`config.mk`:
```
export PLATFORM = sky130hd
export DESIGN_NAME = vga_scan_engine_flat
export DESIGN_NICKNAME = d
export VERILOG_FILES = /design/src/rtl/vga_scan_engine_if.sv /design/src/rtl/vga_scan_engine.sv /design/src/flat_wrapper.sv
export SDC_FILE = /design/constraint.sdc
export NUM_CORES = 1
export LEC_CHECK = 0
export BUFFER_PORTS_ARGS = -buffer_cell sky130_fd_sc_hd__buf_2
export CAP_MARGIN = 20
export CORE_AREA = 2 2 93 95
export CTS_CLUSTER_DIAMETER = 80
export DETAILED_ROUTE_END_ITERATION = 10
export DIE_AREA = 0 0 95 97
export PLACE_DENSITY = 0.73
export SETUP_SLACK_MARGIN = 0.15
export SLEW_MARGIN = 5
export SYNTH_ARGS = -nofsm -noshare
export SYNTH_HDL_FRONTEND = slang
export SYNTH_SLANG_ARGS = --single-unit
```
`constraint.sdc`:
```
create_clock -name Clock -period 4.2 [get_ports Clock]
set_clock_uncertainty 0.15 [all_clocks]
set_input_delay 0.63 -clock Clock [delete_from_list [all_inputs] [get_ports Clock]]
set_output_delay 0.63 -clock Clock [all_outputs]
set_load 0.03 [all_outputs]
```
`src/rtl/vga_scan_engine_if.sv`:
```
`default_nettype none
// ============================================================================
//  Module   : vga_scan_engine_if
//  Purpose  : Video-RAM read bus between the scan engine and the framebuffer.
//             The engine (master) drives a cell column/row address and the
//             RAM (slave) returns the cell colour one Clock later.
//  Signals  : oReadCol   [COL_W]      cell column address   (master -> slave)
//             oReadRow   [ROW_W]      cell row address      (master -> slave)
//             iPixelData [COLOR_BITS] cell colour           (slave -> master)
//  Revision : 1.0  initial release
// ============================================================================
interface vga_scan_engine_if #(
  parameter int COL_W      = 6,
  parameter int ROW_W      = 6,
  parameter int COLOR_BITS = 3
);
  logic [COL_W-1:0]      oReadCol;
  logic [ROW_W-1:0]      oReadRow;
  logic [COLOR_BITS-1:0] iPixelData;

  modport master (output oReadCol, output oReadRow, input  iPixelData);
  modport slave  (input  oReadCol, input  oReadRow, output iPixelData);
endinterface
`default_nettype wire

```
`src/rtl/vga_scan_engine.sv`:
```
`default_nettype none
// ============================================================================
//  Module   : vga_scan_engine
//  Purpose  : Parametrised VGA timing generator and framebuffer scan-out.
//             Divides Clock down to the pixel rate, produces H/V sync, issues
//             scaled cell read addresses for a window on screen and aligns the
//             returned RAM data with sync/blanking. Test-pattern modes:
//             0/3 framebuffer, 1 colour bars, 2 solid fill.
//  Ports    : Clock, Reset (async, active-low)
//             iMode        [2]          pattern select, latched at frame start
//             iBorderColor [COLOR_BITS] outside-window colour / solid fill
//             memBus       master       video RAM read address / data
//             oRGB         [COLOR_BITS] pixel to DAC
//             oHsync, oVsync            syncs, active level SYNC_POL
//             oHcounter, oVcounter [10] raw scan counters (pre-pipeline)
//             oFrameStart               one-Clock pulse with output pixel (0,0)
//  Revision : 1.0  initial release
// ============================================================================
module vga_scan_engine #(
  parameter int H_DISP      = 640,
  parameter int H_FP        = 16,
  parameter int H_PW        = 96,
  parameter int H_BP        = 48,
  parameter int V_DISP      = 480,
  parameter int V_FP        = 10,
  parameter int V_PW        = 2,
  parameter int V_BP        = 29,
  parameter int CLK_DIV     = 2,
  parameter int SCALE_SHIFT = 2,
  parameter int ORIGIN_X    = 100,
  parameter int ORIGIN_Y    = 100,
  parameter int WIN_W       = 60,
  parameter int WIN_H       = 40,
  parameter int COL_W       = 6,
  parameter int ROW_W       = 6,
  parameter int COLOR_BITS  = 3,
  parameter int SYNC_POL    = 0
) (
  input  wire                   Clock,
  input  wire                   Reset,
  input  wire [1:0]             iMode,
  input  wire [COLOR_BITS-1:0]  iBorderColor,
  vga_scan_engine_if.master     memBus,
  output logic [COLOR_BITS-1:0] oRGB,
  output logic                  oHsync,
  output logic                  oVsync,
  output logic [9:0]            oHcounter,
  output logic [9:0]            oVcounter,
  output logic                  oFrameStart
);

  localparam int c_H_TOTAL  = H_DISP + H_FP + H_PW + H_BP;
  localparam int c_V_TOTAL  = V_DISP + V_FP + V_PW + V_BP;
  localparam int c_HS_FIRST = H_DISP + H_FP;
  localparam int c_HS_LAST  = H_DISP + H_FP + H_PW - 1;
  localparam int c_VS_FIRST = V_DISP + V_FP;
  localparam int c_VS_LAST  = V_DISP + V_FP + V_PW - 1;
  localparam int c_DIV_W    = (CLK_DIV > 1) ? $clog2(CLK_DIV) : 1;
  localparam logic [c_DIV_W-1:0] c_DIV_LAST = c_DIV_W'(CLK_DIV - 1);
  localparam logic c_SYNC_ON  = (SYNC_POL != 0) ? 1'b1 : 1'b0;
  localparam logic c_SYNC_OFF = ~c_SYNC_ON;

  // --------------------------------------------------------------------------
  // Pixel-rate enable and raw scan counters
  // --------------------------------------------------------------------------
  logic [c_DIV_W-1:0] r_div;
  logic [9:0]         r_hCount;
  logic [9:0]         r_vCount;
  logic               w_pe;
  logic               w_hWrap;
  logic               w_vWrap;

  // With CLK_DIV == 1 the divider never leaves 0 and w_pe is constantly high.
  assign w_pe    = (r_div == c_DIV_LAST);
  assign w_hWrap = (r_hCount == 10'(c_H_TOTAL - 1));
  assign w_vWrap = (r_vCount == 10'(c_V_TOTAL - 1));

  always_ff @(posedge Clock or negedge Reset) begin
    if (!Reset) begin
      r_div    <= '0;
      r_hCount <= '0;
      r_vCount <= '0;
    end else begin
      r_div <= w_pe ? '0 : r_div + c_DIV_W'(1);
      if (w_pe) begin
        if (w_hWrap) begin
          r_hCount <= '0;
          r_vCount <= w_vWrap ? '0 : r_vCount + 10'd1;
        end else begin
          r_hCount <= r_hCount + 10'd1;
        end
      end
    end
  end

  assign oHcounter = r_hCount;
  assign oVcounter = r_vCount;

  // --------------------------------------------------------------------------
  // Raw flags, window test and cell address for the current raw pixel
  // --------------------------------------------------------------------------
  logic [31:0] w_hExt;
  logic [31:0] w_vExt;
  logic [31:0] w_cellX;
  logic [31:0] w_cellY;
  logic        w_active;
  logic        w_inWin;
  logic        w_hsRaw;
  logic        w_vsRaw;
  logic        w_frameTop;

  assign w_hExt   = 32'(r_hCount);
  assign w_vExt   = 32'(r_vCount);
  // Only meaningful when the counter is at or past the origin; w_inWin
  // guards the underflowed case.
  assign w_cellX  = (w_hExt - 32'(ORIGIN_X)) >> SCALE_SHIFT;
  assign w_cellY  = (w_vExt - 32'(ORIGIN_Y)) >> SCALE_SHIFT;
  assign w_active = (w_hExt < 32'(H_DISP)) && (w_vExt < 32'(V_DISP));
  assign w_inWin  = w_active
                 && (w_hExt >= 32'(ORIGIN_X)) && (w_vExt >= 32'(ORIGIN_Y))
                 && (w_cellX < 32'(WIN_W))    && (w_cellY < 32'(WIN_H));
  assign w_hsRaw  = (w_hExt >= 32'(c_HS_FIRST)) && (w_hExt <= 32'(c_HS_LAST));
  assign w_vsRaw  = (w_vExt >= 32'(c_VS_FIRST)) && (w_vExt <= 32'(c_VS_LAST));
  assign w_frameTop = (r_hCount == 10'd0) && (r_vCount == 10'd0);

  // --------------------------------------------------------------------------
  // Pixel stage 1: address out to RAM, control flags travel alongside
  // --------------------------------------------------------------------------
  logic [COL_W-1:0]      r_readCol;
  logic [ROW_W-1:0]      r_readRow;
  logic                  r_s1Hs;
  logic                  r_s1Vs;
  logic                  r_s1Active;
  logic                  r_s1InWin;
  logic                  r_s1Fs;
  logic [COLOR_BITS-1:0] r_s1Bar;
  logic [1:0]            r_mode;

  always_ff @(posedge Clock or negedge Reset) begin
    if (!Reset) begin
      r_readCol  <= '0;
      r_readRow  <= '0;
      r_s1Hs     <= 1'b0;
      r_s1Vs     <= 1'b0;
      r_s1Active <= 1'b0;
      r_s1InWin  <= 1'b0;
      r_s1Fs     <= 1'b0;
      r_s1Bar    <= '0;
      r_mode     <= 2'd0;
    end else if (w_pe) begin
      r_readCol  <= w_inWin ? COL_W'(w_cellX) : '0;
      r_readRow  <= w_inWin ? ROW_W'(w_cellY) : '0;
      r_s1Hs     <= w_hsRaw;
      r_s1Vs     <= w_vsRaw;
      r_s1Active <= w_active;
      r_s1InWin  <= w_inWin;
      r_s1Fs     <= w_frameTop;
      // Eight equal-width bars across the visible line.
      r_s1Bar    <= COLOR_BITS'((w_hExt << 3) / 32'(H_DISP));
      // Sampling the mode only at the top of the frame keeps a whole frame
      // in one pattern; it reaches the output together with pixel (0,0).
      if (w_frameTop) begin
        r_mode <= iMode;
      end
    end
  end

  assign memBus.oReadCol = r_readCol;
  assign memBus.oReadRow = r_readRow;

  // --------------------------------------------------------------------------
  // Data alignment: at one Clock per pixel the RAM answer arrives a full pixel
  // late, so the control flags get one more register to meet it.
  // --------------------------------------------------------------------------
  logic                  w_oHs;
  logic                  w_oVs;
  logic                  w_oActive;
  logic                  w_oInWin;
  logic                  w_oFs;
  logic [COLOR_BITS-1:0] w_oBar;
  logic [1:0]            w_oMode;

  generate
    if (CLK_DIV == 1) begin : g_align_two
      logic                  r_s2Hs;
      logic                  r_s2Vs;
      logic                  r_s2Active;
      logic                  r_s2InWin;
      logic                  r_s2Fs;
      logic [COLOR_BITS-1:0] r_s2Bar;
      logic [1:0]            r_s2Mode;

      always_ff @(posedge Clock or negedge Reset) begin
        if (!Reset) begin
          r_s2Hs     <= 1'b0;
          r_s2Vs     <= 1'b0;
          r_s2Active <= 1'b0;
          r_s2InWin  <= 1'b0;
          r_s2Fs     <= 1'b0;
          r_s2Bar    <= '0;
          r_s2Mode   <= 2'd0;
        end else if (w_pe) begin
          r_s2Hs     <= r_s1Hs;
          r_s2Vs     <= r_s1Vs;
          r_s2Active <= r_s1Active;
          r_s2InWin  <= r_s1InWin;
          r_s2Fs     <= r_s1Fs;
          r_s2Bar    <= r_s1Bar;
          r_s2Mode   <= r_mode;
        end
      end

      assign w_oHs     = r_s2Hs;
      assign w_oVs     = r_s2Vs;
      assign w_oActive = r_s2Active;
      assign w_oInWin  = r_s2InWin;
      assign w_oFs     = r_s2Fs;
      assign w_oBar    = r_s2Bar;
      assign w_oMode   = r_s2Mode;
    end else begin : g_align_one
      assign w_oHs     = r_s1Hs;
      assign w_oVs     = r_s1Vs;
      assign w_oActive = r_s1Active;
      assign w_oInWin  = r_s1InWin;
      assign w_oFs     = r_s1Fs;
      assign w_oBar    = r_s1Bar;
      assign w_oMode   = r_mode;
    end
  endgenerate

  // --------------------------------------------------------------------------
  // Output stage
  // --------------------------------------------------------------------------
  logic [COLOR_BITS-1:0] w_pixel;
  logic [COLOR_BITS-1:0] r_rgb;
  logic                  r_hsync;
  logic                  r_vsync;
  logic                  r_frameStart;

  always_comb begin
    w_pixel = '0;
    if (w_oActive) begin
      case (w_oMode)
        2'd1:    w_pixel = w_oBar;
        2'd2:    w_pixel = iBorderColor;
        default: w_pixel = w_oInWin ? memBus.iPixelData : iBorderColor;
      endcase
    end
  end

  always_ff @(posedge Clock or negedge Reset) begin
    if (!Reset) begin
      r_rgb        <= '0;
      r_hsync      <= c_SYNC_OFF;
      r_vsync      <= c_SYNC_OFF;
      r_frameStart <= 1'b0;
    end else begin
      // Pulse only on the first Clock of pixel (0,0), not its whole period.
      r_frameStart <= w_pe & w_oFs;
      if (w_pe) begin
        r_rgb   <= w_pixel;
        r_hsync <= w_oHs ? c_SYNC_ON : c_SYNC_OFF;
        r_vsync <= w_oVs ? c_SYNC_ON : c_SYNC_OFF;
      end
    end
  end

  assign oRGB        = r_rgb;
  assign oHsync      = r_hsync;
  assign oVsync      = r_vsync;
  assign oFrameStart = r_frameStart;

endmodule
`default_nettype wire

```
`src/flat_wrapper.sv`:
```
// flat-port wrapper written by rule: the top's interface ports become plain ports
module vga_scan_engine_flat 
#(
  parameter int H_DISP      = 640,
  parameter int H_FP        = 16,
  parameter int H_PW        = 96,
  parameter int H_BP        = 48,
  parameter int V_DISP      = 480,
  parameter int V_FP        = 10,
  parameter int V_PW        = 2,
  parameter int V_BP        = 29,
  parameter int CLK_DIV     = 2,
  parameter int SCALE_SHIFT = 2,
  parameter int ORIGIN_X    = 100,
  parameter int ORIGIN_Y    = 100,
  parameter int WIN_W       = 60,
  parameter int WIN_H       = 40,
  parameter int COL_W       = 6,
  parameter int ROW_W       = 6,
  parameter int COLOR_BITS  = 3,
  parameter int SYNC_POL    = 0
)
  (Clock, Reset, iMode, iBorderColor, oRGB, oHsync, oVsync, oHcounter, oVcounter, oFrameStart, memBus_oReadCol, memBus_oReadRow, memBus_iPixelData);
  vga_scan_engine_if #(.COL_W(COL_W), .ROW_W(ROW_W), .COLOR_BITS(COLOR_BITS)) memBus_i ();
  input  wire Clock;
  input  wire Reset;
  input  wire [1:0] iMode;
  input  wire [COLOR_BITS-1:0] iBorderColor;
  output logic [COLOR_BITS-1:0] oRGB;
  output logic oHsync;
  output logic oVsync;
  output logic [9:0] oHcounter;
  output logic [9:0] oVcounter;
  output logic oFrameStart;
  output wire logic [$bits(memBus_i.oReadCol)-1:0] memBus_oReadCol;
  output wire logic [$bits(memBus_i.oReadRow)-1:0] memBus_oReadRow;
  input wire logic [$bits(memBus_i.iPixelData)-1:0] memBus_iPixelData;
  assign memBus_oReadCol = memBus_i.oReadCol;
  assign memBus_oReadRow = memBus_i.oReadRow;
  assign memBus_i.iPixelData = memBus_iPixelData;
  vga_scan_engine #(.H_DISP(H_DISP), .H_FP(H_FP), .H_PW(H_PW), .H_BP(H_BP), .V_DISP(V_DISP), .V_FP(V_FP), .V_PW(V_PW), .V_BP(V_BP), .CLK_DIV(CLK_DIV), .SCALE_SHIFT(SCALE_SHIFT), .ORIGIN_X(ORIGIN_X), .ORIGIN_Y(ORIGIN_Y), .WIN_W(WIN_W), .WIN_H(WIN_H), .COL_W(COL_W), .ROW_W(ROW_W), .COLOR_BITS(COLOR_BITS), .SYNC_POL(SYNC_POL)) u_core (.Clock(Clock), .Reset(Reset), .iMode(iMode), .iBorderColor(iBorderColor), .memBus(memBus_i), .oRGB(oRGB), .oHsync(oHsync), .oVsync(oVsync), .oHcounter(oHcounter), .oVcounter(oVcounter), .oFrameStart(oFrameStart));
endmodule
```
Word-level counts from Yosys, hierarchy flattened:

Cells that the tools add are included.

* bits in registers: 49
* input port bits: 10
* output and inout bits: 38
* word-level logic and storage cells: 59

* $add $sub $neg: 5
* divide/modulo/power cells: 1
* order comparisons: 10
* equality and inequality tests: 4
* multiplexer cells: 10
* bitwise logic cells: 1
* reduce and logical (&&, ||, !) cells: 12

Operators by type and width (count)
* < comparator 30 x 6 -> 1 bit (second input constant): 2
* divider 13 x 10 -> 32 bit (second input constant): 1
* subtractor 10 x 7 -> 11 bit (second input constant): 2
* adder 10 x 1 -> 10 bit (second input constant): 2
* == test 10 bit (second input constant): 2
* greater-or-equal comparator 10 x 7 -> 1 bit (second input constant): 2
* zero test 10 bit: 2
* 2-to-1 mux 10 bit: 2
* 2-to-1 mux 6 bit: 2
* greater-or-equal comparator 10 bit (second input constant): 1
* greater-or-equal comparator 10 x 9 -> 1 bit (second input constant): 1
* <= comparator 10 bit (second input constant): 1
* <= comparator 10 x 9 -> 1 bit (second input constant): 1
* < comparator 10 bit (second input constant): 1
* < comparator 10 x 9 -> 1 bit (second input constant): 1
* logical AND 1 bit: 8
* 2-to-1 mux 3 bit: 2
* one-hot mux 3 bit (2 select lines): 1
* AND reduction 2 bit: 2
* 2-to-1 mux 1 bit: 3
* == test 2 x 1 -> 1 bit (second input constant): 1
* == test 2 bit (second input constant): 1
* adder 1 bit (second input constant): 1
* AND 1 bit: 1

Logic depth before layout (Yosys ltp):

Gate-level depths: netlist (run 1).

* depth after elaboration: 7
* depth in mapped cells: 14

Least setup slack after synthesis (run 1):

Ideal clock, no wire load.

* path type: register to register
* start point: reg u_core.r_hCount[2], in the netlist u_core.oHcounter[2]
* end point: reg u_core.r_s1Bar[0]
* library setup time: 0.126 ns
* arrival time: 3.355 ns
* slack: 0.569 ns
* stages on the path, launching flop included: 14
* path buffers: 1
* period minus slack after synthesis: 3.631 ns
* path through: dfrtp_1 inv_1 ha_1 and4bb_2 nand2_1 o31ai_1 buf_4 o21ai_1 a2111o_1 and4_1 nor2_4 mux2i_1 o311ai_1 o32a_1

* cells in the longest elaborated chain, start to end: 1

RTL lines
* from (decl): RTL line vga_scan_engine.sv:67 `logic [9:0] r_hCount;`
* from (signal assigned): RTL line vga_scan_engine.sv:90 `r_hCount <= r_hCount + 10'd1;`
* divider 13 x 10 -> 32 bit: RTL line vga_scan_engine.sv:159 `r_s1Bar <= COLOR_BITS'((w_hExt << 3) / 32'(H_DISP));`
* to (signal assigned): RTL line vga_scan_engine.sv:159
* to (decl): RTL line vga_scan_engine.sv:136 `logic [COLOR_BITS-1:0] r_s1Bar;`

No other way between the ends.
A chain may end at the register's enable or synchronous reset.

Final worst setup path (run 1):

Ends and elaborated chain as after synthesis.

==> summary by stage, run 1 <==
Setup path
The endpoint class of the critical path is a flop. Along the worst path, the maximum fanout reaches 8. The critical path launch point is u_core.oHcounter[2]$_DFFE_PN0P_. In this run the critical register-to-register path is launched from u_core.oHcounter[2]$_DFFE_PN0P_. The startpoint type of the worst setup path is a flop. The data arrival time at the worst-slack endpoint is 3.87 ns. For the worst setup path, the data required time is 4.25 ns. The type of the setup path with the least slack is reg -> reg.

Detailed routing
The count of TritonRoute iterations in the first routing pass is 7. In the final routed layout, each cell accounts on average for 17.4 µm. The average vias per placed instance is 6.04. The DRC violation count after routing is 0. Once detail routing completed, the nets flagged for antenna violations numbered 0. The via count of the routed design is 3,357.

The starting DRC count in detailed routing is 297. The post-detailed-routing wire length is 9690 µm.

Cells and area
The number of antenna repair diodes is 0. The share of final-layout standard cells stronger than drive strength 1 is 0.191. Once layout is done, the placed cells without fillers occupy 4030 µm². Relative to the synthesized area, the layout overhead comes to 14.2%.

The layout net count is 476. Fill cells in the final layout number 755. Leaving out fill and tap cells, the most frequent cells in the layout are buf_2, dfrtp_1, nand2_1.

Die
The effective utilization at floorplan is 0.434. In this run the horizontal extent of the chip is 95 µm. The number of rows in the core area is 33. The region available for standard cell placement spans 8130 µm². The die footprint is 9220 µm². Measured along the y axis, the die boundary spans 97 µm. 48 I/O pins were placed.

Yosys
After synthesis, the netlist uses 69 different library cells. Of the total synthesized cell area, the portion taken by full adders, half adders and majority gates is 0.0568. Of the total synthesized cell area, the portion taken by XOR and XNOR cells is 0.0621.

The synthesized design contains 0 enable-type register cells. Of the total synthesized cell area, the portion taken by AND, OR, NAND and NOR gates is 0.222. Averaged over all synthesized cells, the footprint is 8.69 µm². The total standard cell area after synthesis is 3530 µm². By area, the combinational part of the netlist is dominated by compound AO/OA/AOI/OAI gates. Measured against the total synthesized area, the mux share comes to 0.0202. The number of synthesis warnings is 0. Counting flops and latches in the post-synthesis netlist gives 49. In the synthesized netlist, the number of instances is 406. The fraction of the mapped netlist area in compound gates is 0.241. The proportion of synthesized flip-flops having asynchronous set or reset is 1.00. For this run, the register share of the synthesized area comes to 0.348. Synthesis produced a netlist with a net count of 432. The dominant synthesized flop cell is dfrtp_1.

CTS
The H-tree generated during clock tree synthesis spans 2 levels. Counting the buffers created by CTS gives 5. The number of buffers inserted by post-CTS setup repair is 0. For this design, the sink count on the clock tree is 49. The root buffer cell is clkbuf_8.

The maximum count of clock buffers along a single path is 2. The clock transition at the register clock pins on the worst setup and hold paths after CTS is 0.11 ns. TritonCTS built the clock tree. For the worst-skew pair, the clock arrives at the later sink with an insertion delay of 0.32 ns.

Status
The run finished with clean final reports.

Timing
The count of final hold-check violations is 0. Headroom to the max-slew limit came out at 0.517. The fmax is 0.261 GHz. The smallest clock period supported by the final layout is computed as 3.82 ns. The summed negative setup slack over all endpoints is 0 ns. Setup slack closes at 0.376 ns.

Setup repair after global routing left no endpoint under its margin. Of the available clock period, the critical path in the final layout requires 0.911. Setup violations remaining at the end of the flow were counted as 0. The transition time at the pin with the least slew margin is 0.719 ns. The number of slew-limit violations in the final report is 0.

Run
Max-cap violations in this run came to 0.

Placed design
OpenSTA, run right after detailed placement, puts the worst setup slack at 0.240 ns. Routability-driven placement finished with a final weighted congestion of 0.928. The instance area at placement is 3900 µm².

The HPWL after detailed placement is 7010 µm. Input and output buffers added on the ports amount to 47.

Global routing
Entering global routing, the biggest net connects 50 pins. The first-pass GRT wire length is 15,700 µm. The number of global-route vias before repair was 3,148. The remaining global-route overflow is 0. In the global route stage, overall resource usage came out at 0.211. The number of antenna violations at the first check in global routing is 0.

Worst hold path
The path class of the tightest hold or removal check is in -> async.

Power and ir drop
After layout, the design draws a total of 822 µW. The total power density per cell area is 204 nW/µm². The leakage power of the design is 1.75 nW. Across the VDD grid, the largest voltage drop is 0.142 mV.
-- final timing paths --
| kind | endpoint | slack, ns | cells past startpoint |
|---|---|---|---|
| setup / recovery | u_core.r_s1Bar[0]$_DFFE_PN0P_ | 0.38 | 12 |
| hold / removal | u_core.memBus.oReadRow[0]$_DFFE_PN0P_ | 0.07 | 1 |
| setup reg to reg | u_core.r_s1Bar[0]$_DFFE_PN0P_ | 0.38 | 12 |
| hold reg to reg | u_core.oHsync$_DFFE_PN1P_ | 0.28 | 1 |
| max in group asynchronous | u_core.oHsync$_DFFE_PN1P_ | 3.26 | 2 |
| min in group Clock | u_core.oHsync$_DFFE_PN1P_ | 0.28 | 1 |
-- layer usage --
layer | up-vias | share of wire | GRT usage
li1 | 1569 | - | -
met1 | 1616 | 0.45 | 0.308
met2 | 158 | 0.46 | 0.327
met3 | 14 | 0.073 | 0.0350
met4 | 0 | 0.011 | 0.0468
met5 | - | 0 | 0
-- synthesized netlist by cell type, types with 4 or more instances --
library cell	instances	area (µm²)
o21ai_0	25	125
a32o_1	4	40.0
a211oi_1	7	52.6
nand4_1	12	75.1
ha_1	16	200
a31oi_1	8	50.1
mux2i_1	6	60.1
xnor2_1	22	193
inv_1	19	71.3
nor3b_1	5	37.5
nor3_1	8	40.0
nor4_1	5	31.3
nand3_1	10	50.1
nor2_1	37	139
nand2_1	39	146
dfrtp_1	47	1180
clkbuf_1	19	71.3
o2bb2ai_1	10	87.6
nor2b_1	4	25.0
a21oi_1	15	75.1
nand2b_1	6	37.5
o31ai_1	5	37.5
-- layout make-up --
class	instances	area [µm²]	share of cell area
inverters	20	75.1	0.0186
well taps	105	131	0.0326
clock inverters	3	28.8	0.00714
flip-flops and latches	49	1230	0.305
clock buffers	5	68.8	0.0171
multi-input cells	313	2140	0.532
repair buffers	61	353	0.0876
-- repair_timing --
item / 4_1_cts / 5_1_grt
hold buffers: 0 / 0
gates resized for setup: 0 / 3
endpoints found under the setup margin: 0 / 1
-- stage by stage --
step / hold slack, ns / instances / utilization
2_1_floorplan: 0.184 / 406 / -
3_3_place_gp: 0.262 / 547 / 0.479
3_5_place_dp: 0.268 / 547 / 0.479
4_1_cts: 0.284 / 555 / 0.491
5_1_grt: 0.0898 / 556 / 0.495
6_report: 0.0669 / 556 / 0.495
-- worst max-delay path, stage by stage (launching register included) --
cell	delay, ns
dfrtp_1	0.49
inv_1	0.22
ha_1	0.36
nand4bb_4	0.20
a2111oi_4	0.47
o21ai_1	0.28
a21oi_1	0.27
mux2i_1	0.16
nand4bb_1	0.30
nor2_4	0.20
mux2i_1	0.21
o311ai_1	0.11
o32a_1	0.30
-- where the power goes --
part           leakage [nW]  total (mW)  switching [mW]  internal (mW)
clock                0.0506       0.306           0.181          0.125
combinational          1.06      0.0381          0.0250         0.0132
sequential            0.648       0.478         0.00213          0.476
-- cell families (layout without fill, tap and decap cells) --
| kind of cell | after synthesis | in the layout |
|---|---|---|
| and+or+nand+nor | 149 | 149 |
| AOI/OAI and AO/OA | 116 | 116 |
| DFF | 49 | 49 |
| buffers and inverters | 44 | 89 |
| xor gates and xnor gates | 25 | 25 |
| adders and majority gates | 16 | 16 |
| muxes | 7 | 7 |
-- flip-flops by register name, summed over array words and instances (netlist names) --
name	flops
u_core.r_s1Hs	1
u_core.memBus.oReadCol	6
u_core.oHsync	1
u_core.r_s1InWin	1
u_core.oFrameStart	1
u_core.r_div	1
u_core.r_s1Active	1
u_core.oHcounter	10
u_core.oVcounter	10
u_core.r_s1Fs	1
u_core.oRGB	3
u_core.r_mode	2
u_core.r_s1Vs	1
u_core.oVsync	1
u_core.memBus.oReadRow	6
u_core.r_s1Bar	3
No activity file was read; power rests on OpenSTA's default activity.
==> run 2, diff against run 1 <==
Settings changed: PLACE_DENSITY 0.73 to not set, PLACE_DENSITY_LB_ADDON set to 0.2, RECOVER_POWER set to 50, SKIP_LAST_GASP set to 1.
==> run 2 against run 1 <==
Global-route usage is essentially flat; non-clock buffer count grew 3; sequential cell count is the same; the flow now finishes with violations (max-capacitance violations, max-slew violations).
==> summary by stage, run 2 (synthesis gave the netlist of run 1 again) <==
Status
Status: finished, violations left (was finished clean). The checks that failed: max-capacitance violations, max-slew violations.

Power and ir drop
The maximum vdd ir drop is 0.168 mV (was 0.142 mV). The total power density per cell area is 199 nW/µm² (was 204 nW/µm²). The leakage power of the design is 1.70 nW (was 1.75 nW).

Cells and area
The number of antenna repair diodes came to 0 (unchanged). The layout net count is 479 (was 476). The area growth from synthesis to final layout is 13.6% (was 14.2%). The share of final-layout standard cells stronger than drive strength 1 is 0.170 (was 0.191). Leaving out fill and tap cells, the most frequent cell in the layout is dfrtp_1.

The design area is 4010 µm² (was 4030 µm²). Most frequent cells in the layout: dfrtp_1, nand2_1, buf_2 (was buf_2, dfrtp_1, nand2_1).

Timing
The number of slew-limit violations in the final report is 38 (was 0). Unrepaired setup endpoints after global routing: no (unchanged). The fmax came to 0.271 GHz (was 0.261 GHz). The setup-violating endpoint count in the final report is 0 (unchanged). The transition time at the pin with the least slew margin was 1.97 ns (was 0.719 ns). The share of the cycle needed by the critical path after routing is 0.878 (was 0.911). The count of final hold-check violations is 0 (unchanged). The final period demand of the worst path was 3.69 ns (was 3.82 ns). The worst slew margin relative to its limit is -0.315 (was 0.517). The summed negative setup slack over all endpoints is 0 ns (unchanged).

Die
The die footprint is 9220 µm² (unchanged). The number of placed I/O pins is 48 (unchanged). The effective utilization at floorplan came to 0.434 (unchanged).

The die width is 95 µm (unchanged). The die extent in y is 97 µm (unchanged). The number of rows in the core area is 33 (unchanged). The placeable core region is 8130 µm² (unchanged).

Detailed routing
The DRC violation count after routing is 0 (unchanged). The post-detailed-routing wire length is 9530 µm (was 9690 µm). The per-cell routed wire length was 17.0 µm (was 17.4 µm). The via count of the routed design is 3,286 (was 3,357). The count of TritonRoute iterations in the first routing pass is 5 (was 7). The count of nets left with antenna violations after detail routing was 0 (unchanged). The starting DRC count in detailed routing is 227 (was 297). The average vias per placed instance is 5.88 (was 6.04).

Setup path
The reg-to-reg endpoint is u_core.r_s1Bar[0]$_DFFE_PN0P_ (unchanged). The startpoint type of the worst setup path is a flop (unchanged). The slowest cell on the critical path was o41ai_1 (was dfrtp_1). The maximum fanout along the worst path is 8 (unchanged).

Cell Chain, Critical Path: inv_1 -> ha_2 -> nand4bb_4 -> a2111oi_4 -> o41ai_1 -> o21ai_0 -> o211ai_1 -> nand4bb_1 -> nor2_4 -> mux2i_1 -> o311ai_1 -> o32a_1 (was inv_1 -> ha_1 -> nand4bb_4 -> a2111oi_4 -> o21ai_1 -> a21oi_1 -> mux2i_1 -> nand4bb_1 -> nor2_4 -> mux2i_1 -> o311ai_1 -> o32a_1). The endpoint class of the critical path is a flop (unchanged). The source of the worst register-to-register timing path was u_core.oHcounter[2]$_DFFE_PN0P_ (unchanged). The data required time at the worst endpoint was 4.24 ns (was 4.25 ns). The data arrival time at the worst-slack endpoint is 3.73 ns (was 3.87 ns). The minimum setup slack among reg-to-reg paths is 0.51 ns (was 0.38 ns). The type of the setup path with the least slack is reg -> reg (unchanged). The logic depth of the worst register-to-register path came to 12 (unchanged). The delay of the slowest cell on the worst path is 0.68 ns (was 0.49 ns).

Placed design
The estimated wirelength of the detail-placed design was 7010 µm (about the same). The instance area at placement was 3910 µm² (was 3900 µm²). The routability congestion estimate from global placement came to 0.942 (was 0.928).

The quantity of I/O buffers inserted on ports came to 47 (unchanged).

Run
The number of max-cap violations was 1 (was 0).

CTS
The CTS H-tree depth is 2 (unchanged). The number of clock sinks seen by CTS is 49 (unchanged). The clock transition at the register clock pins on the worst setup and hold paths after CTS came to 0.10 ns (was 0.11 ns). The total of hold buffers inserted after clock tree synthesis is 0 (unchanged). The clock tree from TritonCTS is yes (unchanged). The maximum count of clock buffers along a single path came to 2 (unchanged).

The clock latency at the later pin of the worst-skew pair is 0.30 ns (was 0.32 ns). The root buffer cell is clkbuf_8 (unchanged). The number of CTS-inserted buffers was 5 (unchanged).

Global routing
The remaining global-route overflow is 0 (unchanged). The first-pass GRT wire length is 15,600 µm (was 15,700 µm). The number of antenna violations at the first check in global routing came to 0 (unchanged).

The all-layer global routing usage is 0.211 (about the same). The largest net degree at the start of global routing is 50 (unchanged). The number of global-route vias before repair came to 2,988 (was 3,148).

Worst hold path
The class of the tightest hold or removal check is in -> async (unchanged).
## run 2: changes by cell type in the layout (fill, tap and decap cells not counted), sizes merged
cell	change
inv	-2
buf	-9
clkinv	-1
clkbuf	+12
clkinvlp	+3
## run 2: cell type report
type	instances	area, µm²
clock buffer	5	68.8
clock inverter	3	22.5
fill	795	4130
inverter	20	75.1
multi-input combinational	313	2140
sequential	49	1230
tap	105	131
timing repair buffer	64	340
## run 2: what timing repair did
item	in CTS	in global routing
endpoints found under the setup margin	0	1
buffers inserted	0	1
resized for setup	0	3
## run 2: worst max-delay path by stage
stage / cells after the start / slack (ns) / to / from
floorplan: 13 / 0.57 / u_core.r_s1Bar[0]$_DFFE_PN0P_ / u_core.oHcounter[2]$_DFFE_PN0P_
global placement: 12 / 0.41 / u_core.r_s1Bar[0]$_DFFE_PN0P_ / u_core.oHcounter[2]$_DFFE_PN0P_
finish: 12 / 0.51 / u_core.r_s1Bar[0]$_DFFE_PN0P_ / u_core.oHcounter[2]$_DFFE_PN0P_
detailed placement: 12 / 0.27 / u_core.r_s1Bar[0]$_DFFE_PN0P_ / u_core.oHcounter[2]$_DFFE_PN0P_
CTS: 12 / 0.26 / u_core.r_s1Bar[0]$_DFFE_PN0P_ / u_core.oHcounter[2]$_DFFE_PN0P_
global route: 13 / 0.19 / u_core.r_s1Bar[0]$_DFFE_PN0P_ / u_core.oHcounter[2]$_DFFE_PN0P_
## run 2: metrics by stage
stage | util | hold WS (ns) | setup WS [ns] | cells | power, mW
global placement | 0.481 | 0.259 | 0.406 | 549 | 0.523
floorplan | - | 0.184 | 0.569 | 406 | 0.504
global route | 0.492 | 0.216 | 0.190 | 559 | 0.834
detailed placement | 0.481 | 0.267 | 0.274 | 549 | 0.523
CTS | 0.492 | 0.283 | 0.258 | 557 | 0.805
finish | 0.492 | 0.182 | 0.513 | 559 | 0.796
## run 2: metal layers
| layer | GRT usage | wire length (µm) | up-vias | part of all wire |
|---|---|---|---|---|
| met3 | 0.0288 | 475 | 8 | 0.050 |
| met2 | 0.321 | 4470 | 94 | 0.47 |
| li1 | - | - | 1592 | - |
| met5 | 0 | 0 | - | 0 |
| met4 | 0.0424 | 77 | 0 | 0.0081 |
| met1 | 0.319 | 4510 | 1592 | 0.47 |
## run 2: critical path, delay by kind of cell (launching register included)
family                   cells  cell delay [ns]
AO/OA/AOI/OAI                6             1.66
AND/OR/NAND/NOR              3             0.58
flip-flops                   1             0.52
adder cells (fa/ha/maj)      1             0.29
buffers and inverters        1             0.20
multiplexers                 1             0.20
## run 2: where the power goes
group	leakage (nW)	switching (mW)	internal (mW)
clock network	0.0364	0.166	0.117
logic	1.02	0.0246	0.0107
registers	0.648	0.00204	0.476
total	1.70	0.192	0.603
==> run 3, diff against run 2 <==
Settings changed: CELL_PAD_IN_SITES_DETAIL_PLACEMENT set to 0, CELL_PAD_IN_SITES_GLOBAL_PLACEMENT set to 2, CORE_AREA 2 2 93 95 to 5 5 107 109, DIE_AREA 0 0 95 97 to 0 0 112 114.
==> run 3 against run 2 <==
The run still ends with max-capacitance violations, max-slew violations left; clock power grew 21%; count of clock-buffer cells in the layout is the same; combinational power is essentially flat; worst hold slack gained 0.11 ns; design area grew 2.0%; fmax shrank 0.11%; critical path type unchanged; die area grew 39%; register-to-register slack is essentially flat.
==> summary by stage, run 3 (synthesis gave the netlist of run 1 again) <==
Detailed routing
The post-detailed-routing wire length is 10,600 µm (was 9530 µm). The count of TritonRoute iterations in the first routing pass is 5 (unchanged). The per-cell routed wire length is 17.8 µm (was 17.0 µm). The starting DRC count in detailed routing was 196 (was 227).

The average vias per placed instance is 5.39 (was 5.88). The DRC violation count after routing is 0 (unchanged). The via count of the routed design is 3,209 (was 3,286).

The count of nets left with antenna violations after detail routing was 0 (unchanged).

Power and ir drop
The leakage power of the design is 1.73 nW (was 1.70 nW). The combinational share of power is 0.041 (was 0.044). The proportion of total power due to net switching came to 0.223 (was 0.242). The maximum vdd ir drop is 0.128 mV (was 0.168 mV).

The switching power total came to 190 µW (was 192 µW). The power after layout is 855 µW (was 796 µW). The internal power is 665 µW (was 603 µW). The power share of the sequential group is 0.559 (was 0.600). The total power density per cell area is 209 nW/µm² (was 199 nW/µm²).

The clock network fraction of total power is 0.400 (was 0.355).

Global routing
The fraction of met2 tracks used by global routing is 0.272 (was 0.321). The global routing usage on met3 came to 0.0276 (was 0.0288). The remaining global-route overflow was 0 (unchanged).

The largest net degree at the start of global routing is 50 (unchanged). The number of global-route vias before repair is 3,210 (was 2,988). The first-pass GRT wire length is 17,400 µm (was 15,600 µm). The all-layer global routing usage is 0.167 (was 0.211). The number of antenna violations at the first check in global routing is 0 (unchanged).

The global routing usage on met1 is 0.240 (was 0.319). The most crowded layer after global routing is met2 (unchanged).

Placed design
The cell total after placement is 587 (was 549). The estimated wirelength of the detail-placed design was 7810 µm (was 7010 µm). The routability congestion estimate from global placement is 0.841 (was 0.942). The quantity of I/O buffers inserted on ports was 47 (unchanged). The post-placement setup slack is 0.398 ns (was 0.274 ns).

Status
Violations in the final reports: max-capacitance violations, max-slew violations (unchanged). Status: finished, violations left (unchanged).

Setup path
The maximum fanout along the worst path is 10 (was 8). The endpoint class of the critical path is a flop (unchanged). The data arrival time at the worst-slack endpoint is 3.73 ns (about the same). The startpoint type of the worst setup path is a flop (unchanged). The type of the setup path with the least slack was reg -> reg (unchanged). The data required time at the worst endpoint is 4.24 ns (about the same). The critical path launch point is u_core.oHcounter[3]$_DFFE_PN0P_ (was u_core.oHcounter[2]$_DFFE_PN0P_). The source of the worst register-to-register timing path is u_core.oHcounter[3]$_DFFE_PN0P_ (was u_core.oHcounter[2]$_DFFE_PN0P_).

CTS
The total of hold buffers inserted after clock tree synthesis is 0 (unchanged). The number of CTS-inserted buffers is 5 (unchanged). The post-cts repair resize count was 0 (unchanged).

The number of buffers inserted by post-CTS setup repair is 0 (unchanged). The CTS H-tree depth was 2 (unchanged). The root buffer cell was clkbuf_8 (unchanged). The number of clock sinks seen by CTS was 49 (unchanged).

The clock transition at the register clock pins on the worst setup and hold paths after CTS is 0.09 ns (was 0.10 ns). The clock latency at the later pin of the worst-skew pair was 0.31 ns (was 0.30 ns). The maximum count of clock buffers along a single path came to 2 (unchanged).

The clock tree from TritonCTS is yes (unchanged).

Cells and area
The most common cell after layout, fill and taps aside was dfrtp_1 (unchanged). The number of fillers in the final layout came to 1,106 (was 795). The multi-input logic area came to 2130 µm² (was 2140 µm²).

The layout net count is 480 (was 479). The area growth from synthesis to final layout is 15.8% (was 13.6%). The share of final-layout standard cells stronger than drive strength 1 came to 0.169 (was 0.170). The count of placed standard cells in the final layout, fillers left out is 595 (was 559). Most frequent cells in the layout: dfrtp_1, nand2_1, buf_2 (unchanged). The number of antenna repair diodes is 0 (unchanged). The area taken by flip-flops and latches came to 1230 µm² (unchanged). The final core area utilization is 0.389 (was 0.492).

Die
The die extent in y was 114 µm (was 97 µm). The die width was 112 µm (was 95 µm). The placeable core region is 10,500 µm² (was 8130 µm²). The number of rows in the core area is 38 (was 33). The die footprint is 12,800 µm² (was 9220 µm²). The number of placed I/O pins came to 48 (unchanged).

The effective utilization at floorplan is 0.336 (was 0.434).

Timing
The transition time at the pin with the least slew margin is 2.68 ns (was 1.97 ns). The share of the cycle needed by the critical path after routing is 0.879 (was 0.878). The count of final hold-check violations came to 0 (unchanged).

The setup-violating endpoint count in the final report is 0 (unchanged). The number of slew-limit violations in the final report is 50 (was 38). The summed negative setup slack over all endpoints is 0 ns (unchanged). Unrepaired setup endpoints after global routing: no (unchanged). The worst slew margin relative to its limit came to -0.789 (was -0.315).

The final period demand of the worst path is 3.69 ns (about the same). The final critical-path setup slack is 0.509 ns (was 0.513 ns). The fmax is 0.271 GHz (about the same).

Worst hold path
The class of the tightest hold or removal check is reg -> reg (was in -> async). The start point of the worst min-delay path is u_core.r_s1Hs$_DFFE_PN0P_.

Run
The number of max-cap violations is 1 (unchanged).
-- run 3: cell types whose count changed in the layout (fill, tap and decap cells not counted), sizes merged --
cell,before,now
clkbuf,17,16
buf,52,54
clkinvlp,3,1
bufinv,0,1
clkinv,1,2
-- run 3: critical path: stages, from the launching register on --
cell	delay, ns
dfrtp_1	0.50
inv_1	0.15
ha_1	0.34
and4bb_2	0.33
nand2_1	0.15
o31ai_1	0.35
buf_4	0.24
a21oi_1	0.09
mux2i_1	0.19
nand4bb_1	0.31
nor2_4	0.19
mux2i_1	0.19
o311ai_1	0.11
o32a_1	0.29
-- run 3: final cells by class --
class                      instances  share of cell area
tap                              140              0.0429
clock inverter                     3              0.0113
clock buffer                       5              0.0168
timing repair buffer              65              0.0885
inverter                          20              0.0184
multi-input combinational        313               0.521
sequential                        49               0.301
-- run 3: power groups by stage --
stage	clock [mW]	combinational [mW]	sequential, mW
2_1_floorplan	0	0.0108	0.494
3_3_place_gp	0	0.0372	0.487
3_5_place_dp	0	0.0379	0.487
4_1_cts	0.357	0.0379	0.477
5_1_grt	0.381	0.0402	0.478
6_report	0.342	0.0352	0.478
-- run 3: path summary, 6_finish.rpt --
kind	to	slack, ns	depth (start not counted)
worst max register to register	u_core.r_s1Bar[0]$_DFFE_PN0P_	0.51	13
min in group asynchronous	u_core.oVcounter[0]$_DFFE_PN0P_	1.12	2
worst min-delay path	u_core.oHsync$_DFFE_PN1P_	0.29	1
worst min register to register	u_core.oHsync$_DFFE_PN1P_	0.29	1
worst max-delay path	u_core.r_s1Bar[0]$_DFFE_PN0P_	0.51	13
max in group asynchronous	u_core.memBus.oReadCol[2]$_DFFE_PN0P_	1.27	2
-- run 3: through the flow --
step | hold WS (ns) | area [µm²]
after floorplan | 0.184 | 3530
after global placement | 0.259 | 3990
after detailed placement | 0.280 | 3990
after CTS | 0.292 | 4110
after global routing | 0.322 | 4090
final | 0.293 | 4090
-- run 3: per-layer routing --
layer	part of all wire	vias up	wire length [µm]
li1	-	1585	-
met1	0.50	1534	5270
met2	0.45	84	4800
met3	0.044	6	468
met4	0.0063	0	67
met5	0	-	0
